[src/rtl/rom_download_router_if.sv]
// rom_download_router_if
//   Bundles the hps_io ioctl download stream, the ROM-init write port and
//   the cartridge length status into one connection.
//   master : HPS / download side (drives ioctl_*, observes everything else)
//   slave  : the router (consumes ioctl_*, drives wait, rominit_* and cart_*)
interface rom_download_router_if;
  logic        ioctl_download;
  logic [7:0]  ioctl_index;
  logic        ioctl_wr;
  logic [24:0] ioctl_addr;
  logic [7:0]  ioctl_dout;
  logic        ioctl_wait;

  logic        rominit_sel_boot;
  logic        rominit_sel_chr;
  logic        rominit_sel_cart;
  logic [16:0] rominit_addr;
  logic [7:0]  rominit_data;
  logic        rominit_valid;

  logic [17:0] cart_len;
  logic        cart_loaded;

  modport master (
    output ioctl_download, ioctl_index, ioctl_wr, ioctl_addr, ioctl_dout,
    input  ioctl_wait,
    input  rominit_sel_boot, rominit_sel_chr, rominit_sel_cart,
    input  rominit_addr, rominit_data, rominit_valid,
    input  cart_len, cart_loaded
  );

  modport slave (
    input  ioctl_download, ioctl_index, ioctl_wr, ioctl_addr, ioctl_dout,
    output ioctl_wait,
    output rominit_sel_boot, rominit_sel_chr, rominit_sel_cart,
    output rominit_addr, rominit_data, rominit_valid,
    output cart_len, cart_loaded
  );
endinterface

[src/rtl/rom_download_router.sv]
// rom_download_router
//   Routes the hps_io download byte stream into boot, character or cartridge
//   ROM writes. Each accepted byte produces one registered, paced write pulse;
//   the HPS is held off with ioctl_wait while a write is in flight. Tracks the
//   cartridge length and a loaded flag for the mapper.
// Ports
//   clk_sys_i : system clock
//   reset_i   : synchronous active-high reset
//   bus_if    : slave side of rom_download_router_if (ioctl in, rominit/cart out)
//
// state | meaning
// IDLE  | ready for a byte; ioctl_wait low
// EMIT  | rominit_valid high for one cycle with target/address/data stable
// GAP   | WR_GAP idle cycles before the next byte may be taken
module rom_download_router #(
  parameter int WR_GAP     = 2,
  parameter int BOOT_BYTES = 4096,
  parameter int CHR_BYTES  = 1024,
  parameter int CART_BYTES = 131072
) (
  input  logic                 clk_sys_i,
  input  logic                 reset_i,
  rom_download_router_if.slave bus_if
);

  localparam logic [24:0] BOOT_LIM = 25'(BOOT_BYTES);
  localparam logic [24:0] CHR_LIM  = 25'(BOOT_BYTES + CHR_BYTES);
  localparam logic [24:0] CART_LIM = 25'(CART_BYTES);
  localparam logic [3:0]  GAP_LOAD = 4'((WR_GAP > 0) ? (WR_GAP - 1) : 0);

  typedef enum logic [1:0] {
    ST_IDLE = 2'd0,
    ST_EMIT = 2'd1,
    ST_GAP  = 2'd2
  } state_t;

  state_t      state_q, state_d;
  logic [3:0]  gap_cnt_q, gap_cnt_d;
  logic [2:0]  sel_q, sel_d;          // {cart, chr, boot}
  logic [16:0] addr_q, addr_d;
  logic [7:0]  data_q, data_d;
  logic [17:0] acc_q, acc_d;
  logic [17:0] len_q, len_d;
  logic        loaded_q, loaded_d;
  logic        dl_q;
  logic        dl_cart_q, dl_cart_d;
  logic        commit_pend_q, commit_pend_d;

  logic [2:0]  hit_sel;
  logic [16:0] hit_addr;
  logic        accept;
  logic        dl_rise, dl_fall;
  logic [17:0] off_p1;

  // Target decode for the byte currently on the ioctl bus.
  always_comb begin
    hit_sel  = 3'b000;
    hit_addr = 17'd0;
    if (bus_if.ioctl_index == 8'd0) begin
      if (bus_if.ioctl_addr < BOOT_LIM) begin
        hit_sel  = 3'b001;
        hit_addr = 17'(bus_if.ioctl_addr);
      end else if (bus_if.ioctl_addr < CHR_LIM) begin
        hit_sel  = 3'b010;
        hit_addr = 17'(bus_if.ioctl_addr - BOOT_LIM);
      end
    end else if (bus_if.ioctl_index == 8'd1) begin
      if (bus_if.ioctl_addr < CART_LIM) begin
        hit_sel  = 3'b100;
        hit_addr = bus_if.ioctl_addr[16:0];
      end
    end
  end

  // Strobes outside IDLE arrive while wait is high and are ignored.
  assign accept = (state_q == ST_IDLE) && bus_if.ioctl_wr && bus_if.ioctl_download
                  && (hit_sel != 3'b000);

  always_comb begin
    state_d   = state_q;
    gap_cnt_d = gap_cnt_q;
    sel_d     = sel_q;
    addr_d    = addr_q;
    data_d    = data_q;
    case (state_q)
      ST_IDLE: begin
        if (accept) begin
          state_d = ST_EMIT;
          sel_d   = hit_sel;
          addr_d  = hit_addr;
          data_d  = bus_if.ioctl_dout;
        end
      end
      ST_EMIT: begin
        if (WR_GAP == 0) begin
          state_d = ST_IDLE;
        end else begin
          state_d   = ST_GAP;
          gap_cnt_d = GAP_LOAD;
        end
      end
      ST_GAP: begin
        if (gap_cnt_q == 4'd0) begin
          state_d = ST_IDLE;
        end else begin
          gap_cnt_d = gap_cnt_q - 4'd1;
        end
      end
      default: state_d = ST_IDLE;
    endcase
  end

  assign dl_rise = bus_if.ioctl_download && !dl_q;
  assign dl_fall = !bus_if.ioctl_download && dl_q;
  assign off_p1  = 18'(bus_if.ioctl_addr) + 18'd1;

  // Cart length tracking. The index is latched at the start of a download so
  // the commit on the falling edge does not depend on the index still being
  // held. A commit requested while a write is in EMIT waits one cycle so the
  // pending write retires first.
  always_comb begin
    acc_d         = acc_q;
    len_d         = len_q;
    loaded_d      = loaded_q;
    dl_cart_d     = dl_cart_q;
    commit_pend_d = commit_pend_q;
    if (dl_rise) begin
      dl_cart_d = (bus_if.ioctl_index == 8'd1);
      if (bus_if.ioctl_index == 8'd1) begin
        acc_d    = 18'd0;
        loaded_d = 1'b0;
      end
    end
    if (accept && hit_sel[2] && (off_p1 > acc_d)) begin
      acc_d = off_p1;
    end
    if (dl_fall && dl_cart_q) begin
      commit_pend_d = 1'b1;
    end
    if (commit_pend_d && (state_q != ST_EMIT)) begin
      len_d         = acc_d;
      loaded_d      = (acc_d != 18'd0);
      commit_pend_d = 1'b0;
    end
  end

  always_ff @(posedge clk_sys_i) begin
    if (reset_i) begin
      state_q       <= ST_IDLE;
      gap_cnt_q     <= 4'd0;
      sel_q         <= 3'b000;
      addr_q        <= 17'd0;
      data_q        <= 8'd0;
      acc_q         <= 18'd0;
      len_q         <= 18'd0;
      loaded_q      <= 1'b0;
      dl_q          <= 1'b0;
      dl_cart_q     <= 1'b0;
      commit_pend_q <= 1'b0;
    end else begin
      state_q       <= state_d;
      gap_cnt_q     <= gap_cnt_d;
      sel_q         <= sel_d;
      addr_q        <= addr_d;
      data_q        <= data_d;
      acc_q         <= acc_d;
      len_q         <= len_d;
      loaded_q      <= loaded_d;
      dl_q          <= bus_if.ioctl_download;
      dl_cart_q     <= dl_cart_d;
      commit_pend_q <= commit_pend_d;
    end
  end

  assign bus_if.ioctl_wait       = (state_q != ST_IDLE);
  // Reset kills a write that is already sitting in EMIT.
  assign bus_if.rominit_valid    = (state_q == ST_EMIT) && !reset_i;
  assign bus_if.rominit_sel_boot = sel_q[0];
  assign bus_if.rominit_sel_chr  = sel_q[1];
  assign bus_if.rominit_sel_cart = sel_q[2];
  assign bus_if.rominit_addr     = addr_q;
  assign bus_if.rominit_data     = data_q;
  assign bus_if.cart_len         = len_q;
  assign bus_if.cart_loaded      = loaded_q;

endmodule

[src/flat_wrapper.sv]
// flat-port wrapper written by rule: the top's interface ports become plain ports
module rom_download_router_flat 
#(
  parameter int WR_GAP     = 2,
  parameter int BOOT_BYTES = 4096,
  parameter int CHR_BYTES  = 1024,
  parameter int CART_BYTES = 131072
)
  (clk_sys_i, reset_i, bus_if_ioctl_download, bus_if_ioctl_index, bus_if_ioctl_wr, bus_if_ioctl_addr, bus_if_ioctl_dout, bus_if_ioctl_wait, bus_if_rominit_sel_boot, bus_if_rominit_sel_chr, bus_if_rominit_sel_cart, bus_if_rominit_addr, bus_if_rominit_data, bus_if_rominit_valid, bus_if_cart_len, bus_if_cart_loaded);
  rom_download_router_if bus_if_i ();
  input  logic clk_sys_i;
  input  logic reset_i;
  input wire logic [$bits(bus_if_i.ioctl_download)-1:0] bus_if_ioctl_download;
  input wire logic [$bits(bus_if_i.ioctl_index)-1:0] bus_if_ioctl_index;
  input wire logic [$bits(bus_if_i.ioctl_wr)-1:0] bus_if_ioctl_wr;
  input wire logic [$bits(bus_if_i.ioctl_addr)-1:0] bus_if_ioctl_addr;
  input wire logic [$bits(bus_if_i.ioctl_dout)-1:0] bus_if_ioctl_dout;
  output wire logic [$bits(bus_if_i.ioctl_wait)-1:0] bus_if_ioctl_wait;
  output wire logic [$bits(bus_if_i.rominit_sel_boot)-1:0] bus_if_rominit_sel_boot;
  output wire logic [$bits(bus_if_i.rominit_sel_chr)-1:0] bus_if_rominit_sel_chr;
  output wire logic [$bits(bus_if_i.rominit_sel_cart)-1:0] bus_if_rominit_sel_cart;
  output wire logic [$bits(bus_if_i.rominit_addr)-1:0] bus_if_rominit_addr;
  output wire logic [$bits(bus_if_i.rominit_data)-1:0] bus_if_rominit_data;
  output wire logic [$bits(bus_if_i.rominit_valid)-1:0] bus_if_rominit_valid;
  output wire logic [$bits(bus_if_i.cart_len)-1:0] bus_if_cart_len;
  output wire logic [$bits(bus_if_i.cart_loaded)-1:0] bus_if_cart_loaded;
  assign bus_if_i.ioctl_download = bus_if_ioctl_download;
  assign bus_if_i.ioctl_index = bus_if_ioctl_index;
  assign bus_if_i.ioctl_wr = bus_if_ioctl_wr;
  assign bus_if_i.ioctl_addr = bus_if_ioctl_addr;
  assign bus_if_i.ioctl_dout = bus_if_ioctl_dout;
  assign bus_if_ioctl_wait = bus_if_i.ioctl_wait;
  assign bus_if_rominit_sel_boot = bus_if_i.rominit_sel_boot;
  assign bus_if_rominit_sel_chr = bus_if_i.rominit_sel_chr;
  assign bus_if_rominit_sel_cart = bus_if_i.rominit_sel_cart;
  assign bus_if_rominit_addr = bus_if_i.rominit_addr;
  assign bus_if_rominit_data = bus_if_i.rominit_data;
  assign bus_if_rominit_valid = bus_if_i.rominit_valid;
  assign bus_if_cart_len = bus_if_i.cart_len;
  assign bus_if_cart_loaded = bus_if_i.cart_loaded;
  rom_download_router #(.WR_GAP(WR_GAP), .BOOT_BYTES(BOOT_BYTES), .CHR_BYTES(CHR_BYTES), .CART_BYTES(CART_BYTES)) u_core (.clk_sys_i(clk_sys_i), .reset_i(reset_i), .bus_if(bus_if_i));
endmodule
[config.mk]
export PLATFORM = sky130hd
export DESIGN_NAME = rom_download_router_flat
export DESIGN_NICKNAME = d
export VERILOG_FILES = /design/src/rtl/rom_download_router_if.sv /design/src/rtl/rom_download_router.sv /design/src/flat_wrapper.sv
export SDC_FILE = /design/constraint.sdc
export NUM_CORES = 1
export LEC_CHECK = 0
export ABC_AREA = 1
export CAP_MARGIN = 20
export CORE_MARGIN = 3
export CORE_UTILIZATION = 51
export CTS_BUF_LIST = sky130_fd_sc_hd__clkbuf_4 sky130_fd_sc_hd__clkbuf_8 sky130_fd_sc_hd__clkbuf_16
export DETAILED_ROUTE_END_ITERATION = 16
export GPL_TIMING_DRIVEN = 0
export PLACE_DENSITY = 0.82
export SETUP_SLACK_MARGIN = 0.4
export SYNTH_ARGS = -nofsm -noshare
export SYNTH_HDL_FRONTEND = slang
export SYNTH_SLANG_ARGS = --single-unit
export TNS_END_PERCENT = 50
[constraint.sdc]
create_clock -name clk_sys_i -period 4.7 [get_ports clk_sys_i]
set_input_delay 1.175 -clock clk_sys_i [delete_from_list [all_inputs] [get_ports clk_sys_i]]
set_output_delay 1.175 -clock clk_sys_i [all_outputs]
set_load 0.005 [all_outputs]
Word level (Yosys, flattened, before mapping)
Index checks and enable logic that the tools add are counted. W data, S select, Z words.

ROM bits: 0. Latch bits: 0. Bits in writable memories: 0. Register bits after elaboration: 74. Input port bits: 45. Memories: 0. Output and inout bits: 49. Word-level logic and storage cells: 74.

Bitwise logic cells: 0. Reduce and logical (&&, ||, !) cells: 27. Multiplexer cells: 22. $lt $le $gt $ge: 4. Multiply operators: 0. Shift operators: 0. Add/sub/neg operators: 3. Divide/modulo/power cells: 0. Eq/ne operators: 7.

Operator list (count): $mux W17 (5); $mux W18 (3); $lt A25 B13 Y1 const B (2); $lt A25 B18 Y1 const B (1); $add A18 B1 Y18 const B (1); $gt A18 B18 Y1 (1); $reduce_bool A18 Y1 (1); $sub A17 B13 Y17 const B (1); $mux W3 (4); $logic_and A1 B1 Y1 (10); $eq A8 B1 Y1 const B (1); $logic_not A8 Y1 (1); $pmux W4 S2 (1); $reduce_and A2 Y1 (4); $reduce_bool A2 Y1 (4); $mux W2 (3); $ne A2 B1 Y1 const B (3); $pmux W2 S3 (1); $logic_not A4 Y1 (1); $mux W1 (4); $mux W4 (1); $sub A4 B1 Y4 const B (1); $logic_not A1 Y1 (3); $reduce_bool A3 Y1 (1); other kinds (5) (5).

Logic depth before layout (Yosys ltp)
Depth in word-level cells: 11. Mapped depth: 26. Depth with buffers taken out: 25.

Worst setup path after synthesis
OpenSTA, ideal clock, no wires.

Path type: input to register. From: input bus_if_ioctl_addr[0]. To: register u_core.loaded_q (netlist: u_core.bus_if.cart_loaded). Arrival: 3.552 ns. Required time: 4.591 ns. Setup slack: 1.039 ns. Cell stages on the path: 22. Buffers on the path: 1. Library setup time: 0.109 ns. Cells stage by stage: ha_1 nand2_1 nor2_2 nand2_1 nor2_1 nand2_1 xor2_1 ha_1 nand2_1 nor2_1 nand2_1 nor2_1 nor2_1 nand2_1 nand2_1 buf_6 o21ai_1 nand2_1 nor2_1 nand3_1 nand2_1 inv_1.

Word-level cells in the longest chain between the ends: 11. Elaborated cells on any way between the ends: 17. Classes of those cells: add/sub (1); order compare (4); mux (7); reduce/logical (5).

RTL lines: start, declared (RTL line flat_wrapper.sv:16) `input wire logic [$bits(bus_if_i.ioctl_addr)-1:0] bus_if_ioctl_addr;`; parallel branches: the longest is 8 deep, another holds $add A18 B1 Y18; $mux W18 (*) (RTL line rom_download_router.sv:134) `if (accept && hit_sel[2] && (off_p1 > acc_d)) begin`; $reduce_bool A18 Y1 (*) (RTL line rom_download_router.sv:142) `loaded_d = (acc_d != 18'd0);`; $mux W1 (*) (RTL line rom_download_router.sv:140) `if (commit_pend_d && (state_q != ST_EMIT)) begin`; end signal, assigned (RTL line rom_download_router.sv:168) `loaded_q <= loaded_d;`; end, declared (RTL line rom_download_router.sv:44) `logic loaded_q, loaded_d;`.

Every way passes the cells marked *. A chain may end at the register's enable or synchronous reset.

Worst setup path in the final report
Ends and elaborated chain as after synthesis.

==> results.ini <==
[pwr]
peakVddDrop_mv = 0.255
seqPwrFrac = 0.492
pwr-share-comb = 0.108
p_int_mw = 0.938
p_sw_mw = 0.335
p_per_area_mw_per_mm2 = 229
swShare = 0.263
power_frac_clock = 0.399
p_leak_nw = 2.68

[synth]
avgSynthCellArea_sq_um = 6.63
synth_nets = 689
synth-seq-cells = 74
yosysTopAreaCell = dfxtp_1
synth.area.top_cells = dfxtp_1 (36%), nand2_1 (15%), inv_1 (8.4%), nor2_1 (8.1%), ha_1 (6.7%)
yosysSeqAreaShare = 0.359
syn-cell-area_sq_mm = 0.00412
yosysWarningCount = 0
synth_cells = 622
yosys.area.top_type_share = 0.359
synth_cell_type_count = 35

[timing]
period_needed_ns = 4.09
maxSlewHeadroom = 0.622
period_share = 0.869
setup_viol = 0
fin_skew_ns = 0.0122
rsz0062_at_grt = false
hold_viol = 0
worst_slew_pin_slew_ns = 0.562
max_freq_mhz = 245
drv_slew = 0

[final_layout]
antenna_cells = 0
fin_nets = 799
area_delta_synth_final_pct = 34.8
nFillCells = 677
finalInstanceArea_sq_mm = 0.00556
utilization = 0.716
drive_above_1_share = 0.113

[hold_path]
worstHoldStart = u_core.gap_cnt_q[1]$_SDFFE_PP0P_
worstHoldPathCells = 2
hold_path_class = register to register
min_to = u_core.gap_cnt_q[1]$_SDFFE_PP0P_

[routing]
ant_nets = 0
vias = 4206
routed_via_density = 5.01
wl_per_cell_microns = 13.8
drc_errors = 0
drtIter0Drc = 189
dr.pass1.iters = 5
finalWirelength_microns = 11600

[clock_network]
clk_pin_slew_worst_paths_ns = 0.08
ctsHtreeMaxLevel = 3
clk-insertion-delay-late_ns = 0.35
cts_made_buffers = 9
clockBufferDepth = 2
cts_tree = built
root_buffer = clkbuf_8
clock-sinks = 74

[setup_path]
worst-endpoint-arrival_ns = 4.34
reg2reg_depth = 21
r2r_setup_slack_ns = 1.83
timing.rr.start = u_core.dl_q$_SDFF_PP0_
worst-endpoint-required_ns = 4.96
cp-end-kind = register
timing.rr.end = u_core.bus_if.cart_loaded$_SDFFE_PP0P_
path_class = input port to register
path_max_fanout = 10
critPathLaunchType = input port

[die]
coreArea_sq_mm = 0.00777
die_w_microns = 95.9
design.die.area_sq_mm = 0.00920
ios = 94
die_h_microns = 95.9
start_util = 0.531
num_rows = 32

[grt]
grt_usage = 0.250
grt_pass1_vias = 4013
antenna_found_initial = 0
grt_pass1_wl_microns = 18100
grt_max_degree = 14
grt_remaining_overflow = 0

[place]
place_congestion = 0.883
post_dp_cell_area_sq_mm = 0.00517
numPortBuffers = 92
hpwl_microns = 8810

[job]
cap_viol_max_count = 0

[outcome]
status = finished clean

## how the worst max path moves through the flow
stage                           from                                     end  slack (ns)
5_1_grt        bus_if_ioctl_index[7]  u_core.bus_if.cart_loaded$_SDFFE_PP0P_        0.33
3_3_place_gp    bus_if_ioctl_addr[0]  u_core.bus_if.cart_loaded$_SDFFE_PP0P_       -0.33
4_1_cts         bus_if_ioctl_addr[2]  u_core.bus_if.cart_loaded$_SDFFE_PP0P_        0.40
6_report        bus_if_ioctl_addr[0]  u_core.bus_if.cart_loaded$_SDFFE_PP0P_        0.61
2_1_floorplan   bus_if_ioctl_addr[0]  u_core.bus_if.cart_loaded$_SDFFE_PP0P_        1.04
3_5_place_dp    bus_if_ioctl_addr[0]  u_core.bus_if.cart_loaded$_SDFFE_PP0P_       -0.34
## synthesized netlist by cell type, drive strengths merged
master / number
nand3b: 1
a21o: 2
nand3: 54
a31oi: 1
xnor2: 4
a21oi: 13
nor4: 1
ha: 22
o311a: 1
nand4: 7
o31ai: 1
dfxtp: 74
o21ai: 18
nand2: 163
nor2: 94
inv: 100
buf: 11
xor2: 9
o21bai: 1
o22ai: 2
o211ai: 19
clkbuf: 12
or2: 1
a211oi: 1
nor3: 10
## logic make-up after synthesis
logic type               Yosys count  share of synthesized area
AND/OR/NAND/NOR                  331                      0.341
buffers and inverters            123                      0.117
flip-flops                        74                      0.359
AO/OA/AOI/OAI                     59                     0.0883
adder cells (fa/ha/maj)           22                     0.0668
XOR/XNOR                          13                     0.0276
## repair_timing
action,CTS,global route
pin swaps,0,5
resized for setup,10,45
hold endpoints to repair,0,0
hold buffers,0,0
setup buffers,0,7
setup endpoints to repair,33,19
gates cloned,0,0
## worst max-delay path, stage by stage
cell      delay (ns)
buf_2           0.21
ha_2            0.23
nand2_1         0.09
nor2_4          0.16
nand2_1         0.11
nor2_2          0.14
nand2_1         0.11
xor2_2          0.18
ha_1            0.33
nand2_1         0.08
nor2_1          0.17
nand2_1         0.12
nor2_1          0.11
nor2_1          0.06
nand2_2         0.13
nand2_1         0.08
clkbuf_4        0.19
nand2_1         0.07
nand2_1         0.08
nor2_1          0.14
nand2_1         0.08
nor2_2          0.12
nand3_1         0.08
nand2_1         0.07
inv_1           0.04
## registers in the layout, summed over array words and instances (netlist names)
| name | flops |
|---|---|
| u_core.acc_q | 18 |
| u_core.bus_if.cart_len | 18 |
| u_core.bus_if.rominit_addr | 17 |
| u_core.bus_if.rominit_data | 8 |
| u_core.gap_cnt_q | 4 |
| u_core.sel_q | 3 |
| u_core.state_q | 2 |
| u_core.bus_if.cart_loaded | 1 |
| u_core.commit_pend_q | 1 |
| u_core.dl_cart_q | 1 |
| u_core.dl_q | 1 |
## per-layer routing
layer / part of all wire / track usage / vias up
met5: 0 / 0 / -
met4: 0.015 / 0.0770 / 0
met3: 0.060 / 0.0555 / 20
met2: 0.49 / 0.433 / 130
met1: 0.44 / 0.307 / 1888
li1: - / - / 2168
## metrics by stage
step                TNS [ns]  power (mW)  setup slack [ns]  std cells  hold WS, ns
floorplan                  0       0.706              1.04        622        0.439
global placement       -2.02       0.768            -0.333        816        0.452
detailed placement     -2.51       0.771            -0.337        816        0.456
CTS                        0        1.27             0.403        832        0.468
global route               0        1.32             0.326        839        0.493
finish                     0        1.27             0.614        839        0.465
## power by group through the flow
stage | Combinational, mW | Clock, mW | Sequential, mW
after floorplan | 0.0638 | 0 | 0.642
after global placement | 0.126 | 0 | 0.642
after detailed placement | 0.129 | 0 | 0.642
after CTS | 0.131 | 0.513 | 0.627
after global routing | 0.151 | 0.541 | 0.627
final | 0.138 | 0.509 | 0.627
## layout make-up
type	count	area, sq um	share of cell area
Sequential cell	74	1480	0.267
Clock inverter	6	66.3	0.0119
Multi-Input combinational cell	425	2260	0.407
Timing Repair Buffer	99	996	0.179
Tap cell	102	128	0.0230
Clock buffer	10	131	0.0236
Buffer	23	115	0.0207
Inverter	100	375	0.0675
## placed cells by master (no fill, tap or decap), types with 2 or more instances in the layout
cell             synthesis  routed
nand2_1                161     154
inv_1                   92      91
nor2_1                  89      79
clkdlybuf4s50_1          0      77
dfxtp_1                 74      74
nand3_1                 53      53
ha_1                    22      20
o211ai_1                19      19
nor2_2                   5      13
o21ai_0                 13      13
a21oi_1                 13      13
dlymetal6s2s_1           0      13
clkbuf_1                12      11
inv_2                    8       9
nand2_2                  2       9
buf_4                    2       9
clkbuf_8                 0       9
xor2_1                   9       8
nand4_1                  7       7
buf_2                    6       6
nor3_1                   6       5
xnor2_1                  4       4
o21ai_2                  0       4
nor3_4                   1       3
clkbuf_4                 0       3
clkinvlp_4               0       3
nor2_4                   0       2
nor3_2                   3       2
buf_1                    2       2
a21o_1                   2       2
o22ai_1                  2       2
No activity file was read; power rests on OpenSTA's default activity.
